## config.mk

```make
export PLATFORM = sky130hd
export DESIGN_NAME = demux_1to2_32bit_stream
export DESIGN_NICKNAME = d
export VERILOG_FILES = /design/src/rtl/demux_pkg.sv /design/src/rtl/demux_lane_buf.sv /design/src/rtl/demux_1to2_32bit_stream.sv
export SDC_FILE = /design/constraint.sdc
export NUM_CORES = 1
export LEC_CHECK = 0
export BUFFER_PORTS_ARGS = -buffer_cell sky130_fd_sc_hd__buf_2
export CAP_MARGIN = 20
export CORE_MARGIN = 3
export CORE_UTILIZATION = 38
export CTS_BUF_LIST = sky130_fd_sc_hd__clkbuf_8
export DETAILED_ROUTE_END_ITERATION = 6
export PLACE_DENSITY = 0.6
export SETUP_SLACK_MARGIN = 0.5
export SYNTH_ARGS = -nofsm -noshare
export SYNTH_HDL_FRONTEND = slang
export SYNTH_SLANG_ARGS = --single-unit
```

## constraint.sdc

```tcl
create_clock -name clk -period 3.07 [get_ports clk]
set_input_delay 0.4605 -clock clk [delete_from_list [all_inputs] [get_ports clk]]
set_output_delay 0.4605 -clock clk [all_outputs]
set_load 0.005 [all_outputs]
```

## src/rtl/demux_pkg.sv

```systemverilog
// Shared constants and types for the 1-to-2 word-stream demultiplexer.
//   LANE_A / LANE_B : values of the per-word select bit
//   LANE_DEPTH      : entries per lane buffer
//   lane_occ_e      : lane buffer occupancy state
package demux_pkg;

    localparam logic        LANE_A     = 1'b0;
    localparam logic        LANE_B     = 1'b1;
    localparam int unsigned LANE_DEPTH = 2;

    typedef enum logic [1:0] {
        OCC_EMPTY = 2'd0,
        OCC_ONE   = 2'd1,
        OCC_TWO   = 2'd2
    } lane_occ_e;

endpackage : demux_pkg

```

## src/rtl/demux_lane_buf.sv

```systemverilog
// Two-entry FIFO for one output lane. The head entry drives the lane output
// directly from a flop; a second entry absorbs one word while the consumer stalls.
//   clk, rst_n : clock, async active-low reset (flushes the buffer)
//   push       : write push_data this cycle (caller guarantees !full)
//   push_data  : word to enqueue
//   full       : occupancy is two (registered-state only, no path from out_ready)
//   out_data   : head word
//   out_valid  : head word valid
//   out_ready  : consumer accepts head word
module demux_lane_buf
    import demux_pkg::*;
#(
    parameter int unsigned WIDTH = 32
) (
    input  logic             clk,
    input  logic             rst_n,
    input  logic             push,
    input  logic [WIDTH-1:0] push_data,
    output logic             full,
    output logic [WIDTH-1:0] out_data,
    output logic             out_valid,
    input  logic             out_ready
);

    lane_occ_e        occ_q,   occ_d;
    logic [WIDTH-1:0] head_q,  head_d;
    logic [WIDTH-1:0] tail_q,  tail_d;
    logic             valid_q, valid_d;
    logic             pop;

    // State registers
    always_ff @(posedge clk or negedge rst_n) begin
        if (!rst_n) begin
            occ_q   <= OCC_EMPTY;
            head_q  <= '0;
            tail_q  <= '0;
            valid_q <= 1'b0;
        end else begin
            occ_q   <= occ_d;
            head_q  <= head_d;
            tail_q  <= tail_d;
            valid_q <= valid_d;
        end
    end

    // Occupancy transitions and entry updates
    always_comb begin
        occ_d  = occ_q;
        head_d = head_q;
        tail_d = tail_q;
        pop    = valid_q && out_ready;

        unique case (occ_q)
            OCC_EMPTY: begin
                if (push) begin
                    head_d = push_data;
                    occ_d  = OCC_ONE;
                end
            end
            OCC_ONE: begin
                unique case ({push, pop})
                    2'b11: head_d = push_data;          // head advances straight to the new word
                    2'b10: begin
                        tail_d = push_data;
                        occ_d  = OCC_TWO;
                    end
                    2'b01: occ_d = OCC_EMPTY;
                    default: ;
                endcase
            end
            OCC_TWO: begin
                // a full lane never takes a push, even when popping this cycle
                if (pop) begin
                    head_d = tail_q;
                    occ_d  = OCC_ONE;
                end
            end
            default: occ_d = OCC_EMPTY;
        endcase

        valid_d = (occ_d != OCC_EMPTY);
    end

    assign full      = (occ_q == OCC_TWO);
    assign out_data  = head_q;
    assign out_valid = valid_q;

endmodule : demux_lane_buf

```

## src/rtl/demux_1to2_32bit_stream.sv

```systemverilog
// Steers a valid/ready word stream to lane A or lane B by a per-word select bit.
// Each lane has an independent two-entry buffer; per-lane counters tally accepted words.
//   clk, rst_n             : clock, async active-low reset
//   in_data/in_select      : offered word and its lane (0 = A, 1 = B)
//   in_valid/in_ready      : producer handshake; in_ready = lane selected is not full
//   out_a_* / out_b_*      : lane output handshakes, driven from flops
//   cnt_a / cnt_b          : wrapping count of words accepted per lane
module demux_1to2_32bit_stream
    import demux_pkg::*;
#(
    parameter int unsigned WIDTH = 32,
    parameter int unsigned CNT_W = 16
) (
    input  logic             clk,
    input  logic             rst_n,
    input  logic [WIDTH-1:0] in_data,
    input  logic             in_select,
    input  logic             in_valid,
    output logic             in_ready,
    output logic [WIDTH-1:0] out_a_data,
    output logic             out_a_valid,
    input  logic             out_a_ready,
    output logic [WIDTH-1:0] out_b_data,
    output logic             out_b_valid,
    input  logic             out_b_ready,
    output logic [CNT_W-1:0] cnt_a,
    output logic [CNT_W-1:0] cnt_b
);

    logic             full_a, full_b;
    logic             in_xfer;
    logic             push_a, push_b;
    logic [CNT_W-1:0] cnt_a_q, cnt_a_d;
    logic [CNT_W-1:0] cnt_b_q, cnt_b_d;

    // Ready follows the selected lane only, so the unselected lane never blocks.
    assign in_ready = (in_select == LANE_B) ? !full_b : !full_a;
    assign in_xfer  = in_valid && in_ready;
    assign push_a   = in_xfer && (in_select == LANE_A);
    assign push_b   = in_xfer && (in_select == LANE_B);

    demux_lane_buf #(.WIDTH(WIDTH)) u_lane_a (
        .clk       (clk),
        .rst_n     (rst_n),
        .push      (push_a),
        .push_data (in_data),
        .full      (full_a),
        .out_data  (out_a_data),
        .out_valid (out_a_valid),
        .out_ready (out_a_ready)
    );

    demux_lane_buf #(.WIDTH(WIDTH)) u_lane_b (
        .clk       (clk),
        .rst_n     (rst_n),
        .push      (push_b),
        .push_data (in_data),
        .full      (full_b),
        .out_data  (out_b_data),
        .out_valid (out_b_valid),
        .out_ready (out_b_ready)
    );

    // Accepted-word counters, wrapping naturally
    always_comb begin
        cnt_a_d = cnt_a_q;
        cnt_b_d = cnt_b_q;
        if (push_a) cnt_a_d = cnt_a_q + CNT_W'(1);
        if (push_b) cnt_b_d = cnt_b_q + CNT_W'(1);
    end

    always_ff @(posedge clk or negedge rst_n) begin
        if (!rst_n) begin
            cnt_a_q <= '0;
            cnt_b_q <= '0;
        end else begin
            cnt_a_q <= cnt_a_d;
            cnt_b_q <= cnt_b_d;
        end
    end

    assign cnt_a = cnt_a_q;
    assign cnt_b = cnt_b_q;

endmodule : demux_1to2_32bit_stream

```

==> out/results.txt, run 1 <==
Outcome -> finished, final reports clean
Mapped Area -> 0.007292 mm2
Largest net degree at the start of global routing -> 72
Pins over their slew limit -> 0
Post-synth top area share -> 0.5697
Antenna diodes -> 0
Final min period -> 2.373 ns
Area Growth Syn to Fin -> 18.15%
Pleak -> 3.911 nW
Final Skew -> 0.01409 ns
Post CTS Setup Buffer Count -> 0
Via Count -> 5072
TritonRoute pass-1 iters -> 4
Synth unique cells -> 38
Clk sinks -> 166
Number of synthesized flops with an enable pin -> 0
Placer Congestion -> 0.7612
Mapped Avg Cell Area -> 11.29 um2
I/O pin cnt -> 137
Initial antenna violation count -> 0
CP Capture Type -> output port
Clk_lat worst skew -> 0.45 ns
Max-Cap Viols -> 0
Maximum clock rate -> 421.4 MHz
Worst slew pin tran -> 0.6620 ns
Finished Cell Area -> 0.008616 mm2
Dpl hpwl -> 10.43 mm
Gr usage total -> 0.1595
Syn Inst Count -> 646
Hold Path Class -> input pin to asynchronous set/reset pin
Post-DP Area -> 0.008205 mm2
Initial Utilization -> 0.3885
Post-Route WL -> 16.05 mm
Most common cell in the netlist -> dfrtp_1
Net Count, Synth -> 690
DR vias/cell -> 4.953
CP Class -> flip-flop to output port
Synth warn -> 0
Inserted Clock Buffers -> 17
H-tree Lvls -> 4
Hold-fix buffers at CTS -> 0
Finish-stage setup viols -> 0
TritonCTS clock tree -> done
Startpoint types -> flip-flop
Fin. Hold Viols -> 0
Layout fillers -> 1838
PD cells -> 885.8 mW/mm2
Sequential area share after synthesis -> 0.5697
Detailed Route Iter0 Violations -> 219
Row count -> 50
Gr ovfl total -> 0
Final nets -> 822
Synth Flop Type -> dfrtp_1
Fin Setup TNS -> 0 ns
Wirelength per Cell -> 15.67 um
Die W -> 144.5 um
Seq cells post-synth -> 166
# DRC -> 0
Crit path DAT -> 1.91 ns
Post-synth top cells -> dfrtp_1 (166), nand2_1 (139), nor2_1 (69)
Share of flip-flops with an asynchronous set or reset -> 1.000
Share of cells above drive strength 1 -> 0.3582
Worst rel slew slack -> 0.5587
Worst path required time -> 2.61 ns
End-of-flow core utilization -> 0.4591
Period utilization -> 0.7729
Most area-consuming cells after synthesis -> dfrtp_1 (57%), mux2_2 (10%), nand2_1 (7.2%), a31oi_2 (4.8%), nor2_1 (3.6%)
RSZ-0062 raised after global routing -> false
Full die area -> 0.02089 mm2
Cell type with the largest total area after synthesis -> dfrtp_1
Core ar. -> 0.01877 mm2
First-pass GRT wire length -> 25.94 mm
Routed Antenna Nets -> 0
Number of global-route vias before repair -> 4786
Max clock buf depth -> 2
Clk slew on worst S/H paths -> 0.08 ns
IO Port Bufs -> 136
CTS resizes -> 0
Crit-path max FO -> 35
Worst R2R Setup Slack -> 0.90 ns
Root Buffer -> clkbuf_8
Die Span Y -> 144.5 um
Highest ir drop seen on vdd -> 0.4337 mV
[final timing paths]
check	from	endpoint	cells after the start
max	u_lane_a.occ_q[0]	in_ready	5
min	rst_n	cnt_a[13]	1
max reg2reg	u_lane_b.occ_q[1]	u_lane_b.out_data[11]	8
min reg2reg	cnt_a[15]	cnt_a[15]	1
max in group asynchronous	rst_n	u_lane_a.tail_q[6]	2
min in group clk	in_data[14]	u_lane_b.out_data[14]	3
[flip-flops by register name, summed over array words and instances (netlist names), 2 cells and up]
register	cells
u_lane_a.tail_q	32
cnt_b	16
u_lane_a.occ_q	2
u_lane_b.tail_q	32
u_lane_a.out_data	32
cnt_a	16
u_lane_b.occ_q	2
u_lane_b.out_data	32
[routing by layer]
metal,wire [um],part of all wire,track usage
met1,8126,0.51,0.2364
met5,0,0,0
met3,728,0.045,0.03935
met4,181,0.011,0.04762
met2,7013,0.44,0.2314
[worst max-delay path, stage by stage (launching register included)]
cell and delay [ns]:
dfrtp_1 0.49, or2b_2 0.36, buf_4 0.29, nor2_1 0.14, a21oi_1 0.05, buf_2 0.15
[cell usage in the layout, fill, tap and decap left out, drive strengths merged, types with 5 or more instances in the layout]
cell,n
a31oi,64
buf,148
nand2,139
inv,6
clkbuf,21
nor2,72
nand4,7
nand3,13
xnor2,20
mux2,66
and4,5
ha,6
nor3,6
dfrtp,166
xor2,10
[per-stage QoR]
stage | hold WS (ns) | total power, mW | cells | setup slack, ns
floorplan | 0.1649 | 5.141 | 646 | 1.069
global placement | 0.4529 | 6.047 | 993 | 0.8355
detailed placement | 0.4524 | 6.119 | 993 | 0.7785
CTS | 0.02536 | 7.752 | 1024 | 0.6524
global route | 0.05163 | 8.206 | 1024 | 0.5291
finish | 0.02150 | 7.632 | 1024 | 0.6972
[where the power goes]
part           internal (mW)  leakage (nW)  switching (mW)
sequential              3.12          1.97           0.581
combinational           1.22          1.74            1.10
clock                  0.809         0.202           0.801
total                   5.15          3.91            2.48
[cell type report]
class,count,area (um2),share of cell area
sequential,166,4154,0.4821
multi-input combinational,441,2929,0.3400
timing repair buffer,148,814.5,0.09454
tap,234,292.8,0.03398
clock buffer,21,289.0,0.03355
clock inverter,10,121.4,0.01409
inverter,4,15.01,0.001743
[cell families (layout without fill, tap and decap cells)]
group	Yosys count	in the layout	synth area share
xor+xnor	30	30	0.03603
fa+ha+maj	6	6	0.01029
compound gates	77	77	0.09351
flops	166	166	0.5697
simple gates	262	262	0.1561
buf+inv	39	183	0.03243
mux	66	66	0.1019
Note: power is estimated with default switching activity, not from simulation.
==> run 2, diff against run 1 <==
--- a/config.mk
+++ b/config.mk
@@ -5,6 +5,7 @@
 export SDC_FILE = /design/constraint.sdc
 export NUM_CORES = 1
 export LEC_CHECK = 0
+export ABC_AREA = 1
 export BUFFER_PORTS_ARGS = -buffer_cell sky130_fd_sc_hd__buf_2
 export CAP_MARGIN = 20
 export CORE_MARGIN = 3
==> constraint.sdc (replaced) <==
create_clock -name clk -period 2.3 [get_ports clk]
set_input_delay 0.345 -clock clk [delete_from_list [all_inputs] [get_ports clk]]
set_output_delay 0.345 -clock clk [all_outputs]
set_load 0.005 [all_outputs]
==> run 2 against run 1 <==
Utilization rose by 2.4 points; synthesized cell count rose by 48%; critical path depth rose by 6; sequential cell count is the same; non-clock buffer count up 32; clock skew barely moved; via count grew 27%; die area grew 10%; combinational power increased by 130%; critical path type is now flip-flop to flip-flop; synthesized area is 11% higher; critical endpoint is now u_lane_a.out_data[21]; global-route usage rose by 0.60 points.
==> out/results.txt, run 2 <==
Core ar. -> 0.02056 mm2 (+9.5%)
Worst R2R Setup Slack -> 0.56 ns (-0.34 ns)
Crit-path max FO -> 8 (-77%)
Slowest stage delay, CP -> 0.40 ns (-0.09 ns)
Finished Cell Area -> 0.009940 mm2 (+15%)
Highest ir drop seen on vdd -> 0.4433 mV (+2.2%)
Critical path's top delay family -> simple AND/OR/NAND/NOR gates
RSZ-0062 raised after global routing -> true
Inserted Clock Buffers -> 17 (unchanged)
Crit path buf inv count -> 3 (+1)
Fin. Hold Viols -> 0 (unchanged)
Placer Congestion -> 0.8084 (+6.2%)
Mapped Area -> 0.008066 mm2 (+11%)
Crit path launch -> u_lane_a.occ_q[0]
CP Capture Type -> flip-flop
Startpoint types -> flip-flop
Cell with the largest stage delay on the worst path -> dfrtp_1
Initial Utilization -> 0.3923 (+0.003811)
Post-synth top area share -> 0.5150 (-0.05470)
Full die area -> 0.02301 mm2 (+10%)
I/O pin cnt -> 137 (unchanged)
Row count -> 52 (+4.0%)
Post-DP Area -> 0.009029 mm2 (+10%)
Wirelength per Cell -> 14.38 um (-8.3%)
Overall power -> 12.04 mW (+58%)
Pins over their slew limit -> 0 (unchanged)
Number of synthesized flops with an enable pin -> 0 (unchanged)
Outcome -> finished, final reports clean
Maximum clock rate -> 574.8 MHz
Sequential area share after synthesis -> 0.5150 (-0.05470)
Cell type with the largest total area after synthesis -> dfrtp_1
Most common cell in the netlist -> nand2_1
Syn Inst Count -> 957 (+48%)
Clk_lat worst skew -> 0.45 ns (about the same)
Final min period -> 1.740 ns
Layout fillers -> 2011 (+9.4%)
Pleak -> 5.193 nW (+33%)
Synth warn -> 0 (unchanged)
Pre-CTS worst setup slack -> 0.3408 ns (-0.4377 ns)
CP Class -> flip-flop to flip-flop
Post-synth top cells -> nand2_1 (246), dfrtp_1 (166), inv_1 (161)
Most frequent cells in the layout -> nand2_1 (242), dfrtp_1 (166), inv_1 (160)
Worst slew pin tran -> 0.5286 ns (-0.1334 ns)
Crit path DAT -> 2.09 ns (+0.18 ns)
Hold Path Class -> input pin to flip-flop
Final nets -> 1158 (+41%)
Most common cell after layout, fill and taps aside -> nand2_1
Largest net degree at the start of global routing -> 65 (-9.7%)
First-pass GRT wire length -> 30.08 mm (+16%)
Synth unique cells -> 29 (-24%)
Clk sinks -> 166 (unchanged)
Gr usage total -> 0.1655 (+0.005999)
Multi-input combinational cell area -> 0.003087 mm2 (+5.4%)
Final WS setup -> 0.5602 ns (-0.1370 ns)
H-tree Lvls -> 4 (unchanged)
R2R depth -> 11 (+3)
WHS Endpoint -> u_lane_b.tail_q[13]
Worst rel slew slack -> 0.6476 (+0.08892)
TritonCTS clock tree -> done
Synth Flop Type -> dfrtp_1
Die Span Y -> 151.7 um (+5.0%)
Critical-path cell list -> inv_2 > nand2_4 > nand3b_4 > clkinv_4 > ha_1 > a21oi_2 > nor2_1 > and2_4 > clkbuf_16 > nand2_2 > o21ai_2
DR vias/cell -> 4.596 (-7.2%)
FF+latch area -> 0.004154 mm2 (unchanged)
Share of flip-flops with an asynchronous set or reset -> 1.000 (unchanged)
Post-Route WL -> 20.08 mm (+25%)
Root Buffer -> clkbuf_8
Max clock buf depth -> 2 (unchanged)
Share of cells above drive strength 1 -> 0.2893 (-0.06896)
Number of global-route vias before repair -> 5820 (+22%)
Routed Antenna Nets -> 0 (unchanged)
Net Count, Synth -> 1001 (+45%)
Die W -> 151.7 um (+5.0%)
Clk slew on worst S/H paths -> 0.09 ns (about the same)
Hold path depth -> 3
# DRC -> 0 (unchanged)
PD cells -> 1212 mW/mm2 (+37%)
Area Growth Syn to Fin -> 23.22%
Via Count -> 6421 (+27%)
Initial antenna violation count -> 0 (unchanged)
Period utilization -> 0.7564
Min-delay src -> in_data[13]
Fin Setup TNS -> 0 ns (unchanged)
TritonRoute pass-1 iters -> 5 (+1)
Gr ovfl total -> 0 (unchanged)
Mapped Avg Cell Area -> 8.429 um2 (-25%)
Worst r2r src -> u_lane_a.occ_q[0]
End-of-flow core utilization -> 0.4834 (+0.02438)
Finish-stage setup viols -> 0 (unchanged)
Final Skew -> 0.01416 ns (+0.00006970 ns)
Antenna diodes -> 0 (unchanged)
Most area-consuming cells after synthesis -> dfrtp_1 (51%), nand2_1 (11%), inv_1 (7.5%), o21ai_2 (6.8%), o21ai_0 (6.1%)
Detailed Route Iter0 Violations -> 329 (+50%)
Seq cells post-synth -> 166 (unchanged)
Max-Cap Viols -> 0 (unchanged)
IO Port Bufs -> 136 (unchanged)
Worst path required time -> 2.65 ns (+0.04 ns)
Dpl hpwl -> 12.38 mm (+19%)
RR Endpoint -> u_lane_a.out_data[21]
## run 2: cell types whose count changed after synthesis, sizes merged, moves of 5 or more
cell,change
xor2,+6
clkbuf,-5
xnor2,-16
a21oi,+7
mux2,-66
inv,+159
buf,+12
nand2,+137
o21ai,+189
a31oi,-64
and4,-5
nor2,-21
nand3,+5
## run 2: worst max-delay path by stage
stage | endpoint | slack, ns | cells after the start
3_3_place_gp | u_lane_a.out_data[0] | 0.38 | 10
5_1_grt | u_lane_b.out_data[17] | 0.47 | 11
6_report | u_lane_a.out_data[21] | 0.56 | 11
3_5_place_dp | u_lane_a.out_data[24] | 0.34 | 10
4_1_cts | u_lane_b.out_valid | 0.48 | 11
2_1_floorplan | u_lane_b.out_data[10] | 0.51 | 13
## run 2: layout make-up
| cell class | count | share of cell area |
|---|---|---|
| inverters | 164 | 0.06307 |
| multi-input cells | 585 | 0.3105 |
| repair buffers | 180 | 0.1363 |
| well taps | 270 | 0.03399 |
| flip-flops and latches | 166 | 0.4179 |
| clock inverters | 12 | 0.01045 |
| clock buffers | 20 | 0.02769 |
## run 2: per-stage QoR
stage / hold WS [ns] / cells
floorplan: 0.04941 / 957
global placement: 0.3440 / 1338
detailed placement: 0.3437 / 1338
CTS: 0.1094 / 1380
global route: 0.1294 / 1397
finish: 0.1464 / 1397
## run 2: per-layer routing
metal,part of all wire,global-route usage,vias up
li1,-,-,3259
met1,0.48,0.2417,3009
met2,0.47,0.2522,138
met3,0.040,0.02945,15
met4,0.011,0.04852,0
met5,0,0,-
## run 2: cell families after synthesis
logic type                 count (synthesis)  share of synthesized area
adders and majority gates                  6                   0.009306
AOI/OAI and AO/OA                        199                     0.1528
and+or+nand+nor                          360                     0.1888
buffers and inverters                    206                     0.1125
xor gates and xnor gates                  20                    0.02171
DFF                                      166                     0.5150
## run 2: power by group
| part | switching, mW | internal [mW] |
|---|---|---|
| Combinational | 2.91 | 2.32 |
| Sequential | 0.603 | 4.17 |
| Clock | 1.10 | 0.940 |
| Total | 4.62 | 7.43 |
## run 2: worst reg2reg max path: stages, from the launching register on
cell,delay [ns]
dfrtp_1,0.40
inv_2,0.10
nand2_4,0.08
nand3b_4,0.10
clkinv_4,0.05
ha_1,0.20
a21oi_2,0.11
nor2_1,0.04
and2_4,0.24
clkbuf_16,0.21
nand2_2,0.07
o21ai_2,0.05
## run 2: timing repair
item,in CTS,in global routing
resized for setup,9,22
setup buffers,7,7
cloned,2,10
hold buffers,1,0
pin swaps,3,9
endpoints found under the setup margin,30,88
endpoints found under the hold margin,47,0
==> run 3, diff against run 2 <==
--- a/config.mk
+++ b/config.mk
@@ -12,7 +12,7 @@
 export CORE_UTILIZATION = 38
 export CTS_BUF_LIST = sky130_fd_sc_hd__clkbuf_8
 export DETAILED_ROUTE_END_ITERATION = 6
-export PLACE_DENSITY = 0.6
+export PLACE_DENSITY = 0.62
 export SETUP_SLACK_MARGIN = 0.5
 export SYNTH_ARGS = -nofsm -noshare
 export SYNTH_HDL_FRONTEND = slang
==> constraint.sdc (replaced) <==
create_clock -name clk -period 1.4 [get_ports clk]
set_input_delay 0.21 -clock clk [delete_from_list [all_inputs] [get_ports clk]]
set_output_delay 0.21 -clock clk [all_outputs]
set_load 0.005 [all_outputs]
==> run 3 against run 2 <==
The run now ends with setup timing left; critical path depth stayed put; count of clock-buffer cells in the layout down 1; first-iteration DRC count is 40% higher.
==> out/results.txt, run 3 (synthesis gave the netlist of run 2 again) <==
TritonRoute pass-1 iters -> 4 (-1)
Clk_lat worst skew -> 0.46 ns (about the same)
Overall power -> 24.35 mW (+100%)
Placer Congestion -> 0.8260 (+2.2%)
Row count -> 52 (unchanged)
Worst rel slew slack -> 0.7043 (+0.05672)
Clk slew on worst S/H paths -> 0.08 ns (about the same)
H-tree Lvls -> 4 (unchanged)
Max clock buf depth -> 2 (unchanged)
Hold_ws -> 0.03334 ns (-0.1131 ns)
Pleak -> 6.649 nW (+28%)
PD cells -> 1903 mW/mm2 (+57%)
Die W -> 151.7 um (unchanged)
DR vias/cell -> 4.757 (+3.5%)
Final Skew -> 0.01530 ns (+0.001139 ns)
Outcome -> finished, violations left
Pins over their slew limit -> 0 (unchanged)
Inserted Clock Buffers -> 17 (unchanged)
Gr usage total -> 0.2120 (+0.04657)
TritonCTS clock tree -> done
CP Class -> flip-flop to flip-flop
I/O pin cnt -> 137 (unchanged)
Via Count -> 7335 (+14%)
Worst path required time -> 1.78 ns (-0.87 ns)
Final WS setup -> -0.2702 ns (-0.8304 ns)
Detailed Route Iter0 Violations -> 459 (+40%)
Dpl hpwl -> 13.28 mm (+7.3%)
Worst slew pin tran -> 0.4435 ns (-0.08508 ns)
Crit-path max FO -> 8 (unchanged)
IO Port Bufs -> 136 (unchanged)
Finish-stage setup viols -> 139 (+139)
Layout fillers -> 1693 (-16%)
Routed Antenna Nets -> 0 (unchanged)
Number of global-route vias before repair -> 7208 (+24%)
Die Span Y -> 151.7 um (unchanged)
Final min period -> 1.670 ns (-0.06964 ns)
Post-Layout Cell Count -> 1542 (+10%)
Hold Path Class -> input pin to flip-flop
Share of cells above drive strength 1 -> 0.5130 (+0.2237)
Root Buffer -> clkbuf_8
Gr ovfl total -> 0 (unchanged)
CP Capture Type -> flip-flop
Full die area -> 0.02301 mm2 (unchanged)
Final nets -> 1304 (+13%)
Initial antenna violation count -> 1 (+1)
Area Growth Syn to Fin -> 58.57%
Most common cell after layout, fill and taps aside -> dfrtp_1
# DRC -> 0 (unchanged)
Period utilization -> 1.193 (+0.4365)
RSZ-0062 raised after global routing -> true
Failing checks -> setup timing
Startpoint types -> flip-flop
Clk sinks -> 166 (unchanged)
Maximum clock rate -> 598.7 MHz (+4.2%)
Inst Count DP -> 1377 (+2.9%)
First-pass GRT wire length -> 38.05 mm (+26%)
Largest net degree at the start of global routing -> 65 (unchanged)
Most frequent cells in the layout -> dfrtp_1 (161), inv_1 (156), nand2_1 (153)
Fin. Hold Viols -> 0 (unchanged)
Initial Utilization -> 0.3923 (unchanged)
Crit path DAT -> 2.05 ns (-0.04 ns)
Core ar. -> 0.02056 mm2 (unchanged)
Max-Cap Viols -> 0 (unchanged)
Fin Setup TNS -> -27.66 ns (-27.66 ns)
Highest ir drop seen on vdd -> 0.9119 mV (+110%)
Wirelength per Cell -> 16.06 um (+12%)
Post-Route WL -> 24.77 mm (+23%)
==> run 3: cell count changes in the layout (fill, tap and decap cells not counted), sizes merged <==
cell,change
buf,+138
diode,+1
inv,+4
dlygate4sd3,+10
bufbuf,+1
clkbuf,-4
clkinv,-5
clkinvlp,-1
bufinv,+1
==> run 3: layer usage <==
metal	vias to the layer above	routed length, um	track usage
li1	3559	-	-
met1	3614	11070	0.2950
met2	141	12390	0.3482
met3	21	993	0.03926
met4	0	308	0.04447
met5	-	0	0
==> run 3: layout make-up <==
| cell class | count | area [um2] | area share |
|---|---|---|---|
| Antenna cell | 1 | 2.502 | 0.0001956 |
| Clock buffer | 19 | 261.5 | 0.02044 |
| Clock inverter | 11 | 112.6 | 0.008804 |
| Inverter | 164 | 640.6 | 0.05008 |
| Multi-Input combinational cell | 585 | 4043 | 0.3161 |
| Sequential cell | 166 | 4160 | 0.3252 |
| Tap cell | 270 | 337.8 | 0.02641 |
| Timing Repair Buffer | 326 | 3233 | 0.2528 |
==> run 3: path summary, 6_finish.rpt <==
check	from	endpoint	slack, ns	depth (start not counted)
max reg2reg	u_lane_a.occ_q[0]	u_lane_a.out_data[4]	-0.27	11
min in group asynchronous	rst_n	u_lane_b.out_data[7]	0.25	2
min	in_data[14]	u_lane_a.tail_q[14]	0.03	3
max in group asynchronous	rst_n	u_lane_a.tail_q[25]	0.61	3
min reg2reg	u_lane_b.tail_q[30]	u_lane_b.tail_q[30]	0.49	2
max	u_lane_a.occ_q[0]	u_lane_a.out_data[4]	-0.27	11
==> run 3: metrics by stage <==
step / worst slack [ns] / utilization / instance area, um2
4_1_cts: -0.2823 / 0.5755 / 11830
6_report: -0.2702 / 0.6221 / 12790
3_5_place_dp: -0.1816 / 0.4718 / 9701
2_1_floorplan: -0.3308 / - / 8472
5_1_grt: -0.3426 / 0.6221 / 12790
3_3_place_gp: -0.1481 / 0.4718 / 9701
==> run 3: report_power, final <==
| part | leakage [nW] | internal (mW) | switching [mW] |
|---|---|---|---|
| Sequential | 2.06 | 6.86 | 1.03 |
| Clock | 0.199 | 1.64 | 1.80 |
| Combinational | 4.40 | 6.69 | 6.33 |
| Total | 6.65 | 15.2 | 9.15 |
==> run 3: timing repair <==
item,4_1_cts,5_1_grt
pin swaps,22,27
cloned,21,4
gates resized for setup,149,150
setup buffers,66,32
hold buffers,11,0
endpoints found under the setup margin,265,265
hold endpoints to repair,40,0
==> run 3: worst max-delay path, stage by stage (launching register included) <==
cell	delay (ns)
dfrtp_1	0.40
inv_2	0.08
nand2_4	0.06
nand3b_4	0.09
clkinv_4	0.06
ha_4	0.15
a21oi_2	0.10
nor2_1	0.05
and2_4	0.20
buf_12	0.15
clkbuf_16	0.16
o21ai_2	0.10
